<file path="src/rtl/mem_arbiter.sv">
// mem_arbiter: shares one single-port memory between the CPU instruction-fetch port and its data port.
// Latency: request seen in IDLE at cycle T -> m_en at T+1, ack/rdata at T+MEM_LAT+2, next grant decision at T+MEM_LAT+3.
// Backpressure: requesters hold req until their one-cycle ack; data wins ties unless fetch has been passed over STARVE_MAX times.
module mem_arbiter #(
  parameter int ADDR_W     = 32,
  parameter int DATA_W     = 32,
  parameter int MEM_LAT    = 2,
  parameter int STARVE_MAX = 4
) (
  input  logic                clk,
  input  logic                reset,
  // instruction-fetch requester
  input  logic                if_req,
  input  logic [ADDR_W-1:0]   if_addr,
  output logic                if_ack,
  output logic [DATA_W-1:0]   if_rdata,
  // data requester
  input  logic                d_req,
  input  logic                d_we,
  input  logic [ADDR_W-1:0]   d_addr,
  input  logic [DATA_W-1:0]   d_wdata,
  input  logic [DATA_W/8-1:0] d_wstrb,
  output logic                d_ack,
  output logic [DATA_W-1:0]   d_rdata,
  // memory side
  output logic                m_en,
  output logic                m_we,
  output logic [ADDR_W-1:0]   m_addr,
  output logic [DATA_W-1:0]   m_wdata,
  output logic [DATA_W/8-1:0] m_wstrb,
  input  logic [DATA_W-1:0]   m_rdata,
  output logic                busy
);

  // lat_cnt only ever holds MEM_LAT-1 down to 0
  localparam int LW = (MEM_LAT > 1) ? $clog2(MEM_LAT) : 1;
  localparam int SW = $clog2(STARVE_MAX + 1);

  localparam logic [LW-1:0] LAT_INIT = LW'(MEM_LAT - 1);
  localparam logic [SW-1:0] SMAX     = SW'(STARVE_MAX);

  localparam logic [1:0] IDLE  = 2'd0;
  localparam logic [1:0] ISSUE = 2'd1;
  localparam logic [1:0] WAIT  = 2'd2;
  localparam logic [1:0] ACK   = 2'd3;

  logic [1:0]    state;
  logic [LW-1:0] lat_cnt;
  logic [SW-1:0] starve_cnt;
  logic          gnt_data;    // 1 = current transaction belongs to the data port
  logic          pick_fetch;  // grant decision, meaningful only in IDLE with a request up
  logic          start;       // IDLE with at least one request: a transaction begins this edge
  logic          capture;     // last WAIT cycle: m_rdata is valid now

  // Grant choice: fetch wins when alone or when it has been starved STARVE_MAX times
  always_comb begin
    pick_fetch = 1'b0;
    start      = 1'b0;
    capture    = 1'b0;
    pick_fetch = if_req && (!d_req || (starve_cnt == SMAX));
    start      = (state == IDLE) && (if_req || d_req);
    capture    = (state == WAIT) && (lat_cnt == '0);
  end

  // Sequencer: state, latency counter, starvation counter, m_en strobe and busy flag
  always_ff @(posedge clk or negedge reset) begin
    if (!reset) begin
      state      <= IDLE;
      lat_cnt    <= '0;
      starve_cnt <= '0;
      gnt_data   <= 1'b0;
      m_en       <= 1'b0;
      busy       <= 1'b0;
    end else begin
      case (state)
        IDLE: begin
          // a data grant over a waiting fetch counts as one pass-over; anything else clears it
          if (!if_req || pick_fetch) begin
            starve_cnt <= '0;
          end else if (starve_cnt != SMAX) begin
            starve_cnt <= starve_cnt + SW'(1);
          end
          if (start) begin
            state    <= ISSUE;
            gnt_data <= !pick_fetch;
            m_en     <= 1'b1;
            busy     <= 1'b1;
          end
        end
        ISSUE: begin
          m_en    <= 1'b0;
          lat_cnt <= LAT_INIT;
          state   <= WAIT;
        end
        WAIT: begin
          if (lat_cnt == '0) begin
            state <= ACK;
          end else begin
            lat_cnt <= lat_cnt - LW'(1);
          end
        end
        ACK: begin
          state <= IDLE;
          busy  <= 1'b0;
        end
        default: begin
          state <= IDLE;
        end
      endcase
    end
  end

  // Memory-side command registers: loaded at the grant, held until the next grant
  always_ff @(posedge clk or negedge reset) begin
    if (!reset) begin
      m_we    <= 1'b0;
      m_addr  <= '0;
      m_wdata <= '0;
      m_wstrb <= '0;
    end else if (start) begin
      if (pick_fetch) begin
        m_we    <= 1'b0;
        m_addr  <= if_addr;
        m_wdata <= '0;
        m_wstrb <= '0;
      end else begin
        m_we    <= d_we;
        m_addr  <= d_addr;
        m_wdata <= d_we ? d_wdata : '0;
        m_wstrb <= d_we ? d_wstrb : '0;
      end
    end
  end

  // Requester-side response registers: one-cycle ack with the captured read word
  always_ff @(posedge clk or negedge reset) begin
    if (!reset) begin
      if_ack   <= 1'b0;
      d_ack    <= 1'b0;
      if_rdata <= '0;
      d_rdata  <= '0;
    end else if (capture) begin
      if (gnt_data) begin
        d_ack   <= 1'b1;
        d_rdata <= m_we ? '0 : m_rdata;
      end else begin
        if_ack   <= 1'b1;
        if_rdata <= m_rdata;
      end
    end else begin
      if_ack <= 1'b0;
      d_ack  <= 1'b0;
    end
  end

endmodule

</file>
<file path="config.mk">
export PLATFORM = sky130hd
export DESIGN_NAME = mem_arbiter
export DESIGN_NICKNAME = d
export VERILOG_FILES = /design/src/rtl/mem_arbiter.sv
export SDC_FILE = /design/constraint.sdc
export NUM_CORES = 1
export LEC_CHECK = 0
export CELL_PAD_IN_SITES_DETAIL_PLACEMENT = 1
export CELL_PAD_IN_SITES_GLOBAL_PLACEMENT = 1
export CORE_MARGIN = 5
export CORE_UTILIZATION = 32
export CTS_CLUSTER_SIZE = 28
export DETAILED_ROUTE_END_ITERATION = 10
export GPL_TIMING_DRIVEN = 0
export PLACE_DENSITY_LB_ADDON = 0.1
export SYNTH_ARGS = -nofsm -noshare
export SYNTH_HDL_FRONTEND = slang
export SYNTH_SLANG_ARGS = --single-unit
</file>
<file path="constraint.sdc">
create_clock -name clk -period 2.4 [get_ports clk]
set_clock_uncertainty 0.15 [all_clocks]
set_input_delay 0.24 -clock clk [delete_from_list [all_inputs] [get_ports clk]]
set_output_delay 0.24 -clock clk [all_outputs]
set_load 0.02 [all_outputs]
</file>
# Word-level counts from Yosys, hierarchy flattened
# Index checks and enable logic that the tools add are counted.
# W data, S select, Z words.
dict set report op_classes {
  add_sub_neg 2
  eq_ne 9
  muxes 21
  n_bitwise 2
  n_reduce_logical 21
}
# op n
set op_table {}
lappend op_table {{$mux W32} 4}
lappend op_table {{$reduce_and A2 Y1} 7}
lappend op_table {{$mux W4} 2}
lappend op_table {{$ne A2 B2 Y1 const B} 4}
lappend op_table {{$pmux W2 S4} 1}
lappend op_table {{$reduce_bool A2 Y1} 4}
lappend op_table {{$mux W1} 7}
lappend op_table {{$mux W3} 2}
lappend op_table {{$pmux W1 S2} 3}
lappend op_table {{$eq A2 B2 Y1 const B} 2}
lappend op_table {{$mux W2} 2}
lappend op_table {{$add A3 B1 Y3 const B} 1}
lappend op_table {{$eq A3 B3 Y1 const B} 1}
lappend op_table {{$logic_and A1 B1 Y1} 3}
lappend op_table {{$logic_not A1 Y1} 3}
lappend op_table {{$logic_or A1 B1 Y1} 3}
lappend op_table {{$ne A3 B3 Y1 const B} 1}
lappend op_table {{$eq A2 B1 Y1 const B} 1}
lappend op_table {{$logic_not A2 Y1} 1}
lappend op_table {{$not A1 Y1} 2}
lappend op_table {{$sub A1 B1 Y1 const B} 1}
dict set report totals {
  regBits 144
  inputBits 137
  output_inout_bits 137
  wordCells 69
}

# Depth between registers and ports, before layout
dict set report depth {
  ltp_word 6
  mapped_depth 8
}

# Worst setup path before layout
# Ideal clock, no wire load.
dict set report synth_path {
  path_kind {reg-to-reg}
  from {register state[0]}
  to {register if_rdata[15]}
  setup_ns 0.125
  t_arrival_ns 1.531
  path_slack_ns 0.594
  stages_incl_launch_ff 7
  path_buffers 1
  path_cell_list {dfrtp_1 > inv_1 > ha_1 > nand2b_1 > nor2_2 > buf_2 > mux2_2}
}
dict set report synth_via {
  elab_chain_cells 3
}
# item line
set synth_rtl {}
lappend synth_rtl {{start, declared} 47} ;# logic [1:0] state;
lappend synth_rtl {{start signal, assigned} 68} ;# state <= IDLE;
lappend synth_rtl {{start signal, assigned} 84} ;# state <= ISSUE;
lappend synth_rtl {{start signal, assigned} 93} ;# state <= WAIT;
lappend synth_rtl {{$eq A2 B2 Y1} 62} ;# capture = (state == WAIT) && (lat_cnt == '0);
lappend synth_rtl {{$logic_and A1 B1 Y1} 62}
lappend synth_rtl {{$reduce_and A2 Y1 (no line)} -}
lappend synth_rtl {{end signal, assigned} 148} ;# if_rdata <= m_rdata;
lappend synth_rtl {{end, declared} 16} ;# output logic [DATA_W-1:0] if_rdata,
# Every way passes these cells.
# A chain may end at the register's enable or synchronous reset.

# Worst setup path after layout
dict set report layout_path {
  from {register state[0]}
  to {register m_addr[28]}
}
dict set report layout_via {
  elab_chain_cells 2
}
# item line
set layout_rtl {}
lappend layout_rtl {{$logic_not A2 Y1} 61} ;# start = (state == IDLE) && (if_req || d_req);
lappend layout_rtl {{$logic_and A1 B1 Y1} 61}
lappend layout_rtl {{end signal, assigned} 123} ;# m_addr <= if_addr;
lappend layout_rtl {{end signal, assigned} 128} ;# m_addr <= d_addr;
lappend layout_rtl {{end, declared} 28} ;# output logic [ADDR_W-1:0] m_addr,
# Every way passes these cells.

==> flow_summary.yaml <==
finish:
  multi_input_area_um2: 2300
  final_core_util: 0.523
  fill_cells: 2020
  final_nets: 963
  drive_gt1_frac: 0.129
  area.sequential_um2: 3600
  antenna_cells: 0
  area_growth_pct: 60.1
logic_synthesis:
  async_flop_share: 1.00
  netlist_top_cells_area: "dfrtp_1 (59%), nand2_1 (6.0%), o211ai_2 (5.9%)"
  ys_types: 32
  netlist.area_leader.share: 0.588
  yosys_warnings: 0
  avgSynthCellArea_um2: 11.7
  synth_edf_count: 0
  synth_commonest_cells: "dfrtp_1 (144), nand2_1 (98), a22o_1 (36)"
  syn_nets: 669
  synth_most_common_cell: "dfrtp_1"
  ys_seq_area_frac: 0.588
  syn_area_um2: 6130
  synth_top_cell_by_area: "dfrtp_1"
  synth_flop_cell: "dfrtp_1"
  syn_inst: 525
  ys_seq_elements: 144
clock_tree:
  post_cts_buffers: 0
  htreeDepth: 4
  clock_sinks: 144
  cts_buffers: 17
  cts.clk_slew.worst_paths_ps: 60
  cts.path.max_buffers: 2
  worstSkewPairLatency_ps: 410
  cts_tree: "built"
  cts_root_buffer: "clkbuf_16"
routing:
  drt_iter0_drc: 153
  dr.pass1.iters: 4
  drtAntennaViolNets: 0
  wire_per_inst_um: 19.6
  drt_drc_violations_left: 0
  drt_wl_total_um: 20800
  drt-vias-per-instance: 4.95
  via_count: 5262
pwr:
  p_leak_nw: 4.24
  intPower_w: 0.00861
  p_per_area_nw_per_um2: 1420
  seqPwrFrac: 0.313
  power_frac_clock: 0.200
  ir_drop_mv: 0.576
  switching_power_w: 0.00527
  power_w: 0.0139
  power.share.switching: 0.380
  comb_power_share: 0.487
die:
  die-area_um2: 22000
  dieHeight_um: 148
  die_x_um: 148
  io_pins: 274
  rows: 50
  start_util: 0.327
  core_um2: 18800
global_route:
  grt_pass1_wl_um: 33300
  grt_pass1_vias: 6035
  grt_use_total: 0.191
  antenna_found_initial: 0
  grt_max_degree: 75
  overflow: 0
timing:
  finalWorstSetupSlack_ps: 246
  worst_pin_slew_ps: 704
  rsz0062_at_grt: "yes"
  period_minus_slack_ps: 2150
  period_share: 0.897
  setup_viol: 0
  hold_viol: 0
  max_slew_margin: 0.531
  timing_max_transition_violations_final: 0
  clock.fmax_ghz: 0.464
worst_setup_path:
  reg2regPathDepth: 7
  path_cells: "inv_1 > ha_1 > buf_2 > o21ai_1 > buf_1 > nand2_1 > o211ai_2"
  path_class: "register to register"
  critical_path_required_ps: 2580
  cp_top_family: "buffers and inverters"
  critPathCaptureType: "register"
  r2r-end: "m_addr[28]"
  r2r_setup_slack_ps: 250
  worstReg2RegStart: "state[0]"
  path_buf_inv: 3
  start_kind: "register"
  worst_path_max_delay_cell: "buf_1"
  crit_fanout: 10
  slowest_delay_ps: 450
  worst_ep_arrival_time_ps: 2340
placed_design:
  port_buffers: 273
  place_congestion: 0.810
  place_ws_ps: 5.54
  hpwlAfterDp_um: 16000
status:
  outcome: "finished, final reports clean"
min_path:
  hold_class: "input port to async pin"
job:
  drv_cap: 0
## what timing repair did
action,CTS,global route
endpoints found under the setup margin,0,12
hold endpoints to repair,70,0
gates resized for setup,0,3
hold buffers,1,0
## state kept, by name, indices dropped and copies added, names as in the netlist
name        count
m_en            1
lat_cnt         1
d_rdata        32
if_ack          1
gnt_data        1
m_wstrb         4
if_rdata       32
m_wdata        32
d_ack           1
m_addr         32
starve_cnt      3
state           2
m_we            1
busy            1
## power by group through the flow
stage | Sequential, W | Clock (W) | Combinational [W]
2_1_floorplan | 0.00567 | 0 | 0.00208
3_3_place_gp | 0.00432 | 0 | 0.00669
3_5_place_dp | 0.00438 | 0 | 0.00685
4_1_cts | 0.00436 | 0.00286 | 0.00689
5_1_grt | 0.00451 | 0.00296 | 0.00725
6_report | 0.00435 | 0.00278 | 0.00676
## how the worst max path moves through the flow
stage,cells past startpoint,slack [ps],end,startpoint
2_1_floorplan,6,590,if_rdata[15],state[0]
3_3_place_gp,1,-4980,m_addr[15],reset
3_5_place_dp,4,6,m_wstrb[1],d_req
4_1_cts,6,110,m_wstrb[1],state[0]
5_1_grt,7,-8,m_addr[28],state[0]
6_report,7,250,m_addr[28],state[0]
## logic make-up (layout without fill, tap and decap cells)
family,Yosys count,in the layout,share of synthesized area
AO/OA/AOI/OAI,114,114,0.158
adder cells (fa/ha/maj),7,7,0.0143
buffers and inverters,47,352,0.0359
flip-flops,144,144,0.588
multiplexers,35,35,0.0639
AND/OR/NAND/NOR,178,178,0.140
## per-stage QoR
stage / hold slack [ps] / instances / TNS, ps / area (µm²)
2_1_floorplan: -206 / 525 / 0 / 6130
3_3_place_gp: 314 / 1032 / -714790 / 9150
3_5_place_dp: 155 / 1033 / 0 / 9180
4_1_cts: 232 / 1064 / 0 / 9810
5_1_grt: 241 / 1064 / -16.3 / 9810
6_report: 241 / 1064 / 0 / 9810
## layout make-up
type / count / area share
clock inverters: 13 / 0.0194
repair buffers: 275 / 0.283
well taps: 234 / 0.0298
inverters: 6 / 0.00230
multi-input cells: 334 / 0.235
plain buffers: 41 / 0.0203
clock buffers: 17 / 0.0434
flip-flops and latches: 144 / 0.367
## cells in the final DEF (no fill, tap or decap), drive strengths merged, types with 20 or more instances in the layout
cell type,Yosys,routed
clkdlybuf4s50,0,272
dfrtp,144,144
nand2,98,98
clkbuf,24,40
a22o,36,36
nand2b,35,35
o21ai,35,35
nand4,33,33
o211ai,33,33
mux2,33,33
buf,17,20
## routing by layer
| metal | global-route usage | vias to the layer above | part of all wire |
|---|---|---|---|
| met5 | 0 | - | 0 |
| met4 | 0.0457 | 0 | 0.010 |
| met3 | 0.0746 | 14 | 0.087 |
| met2 | 0.326 | 193 | 0.50 |
| met1 | 0.228 | 2612 | 0.41 |
| li1 | - | 2443 | - |
No activity file was read; power rests on OpenSTA's default activity.
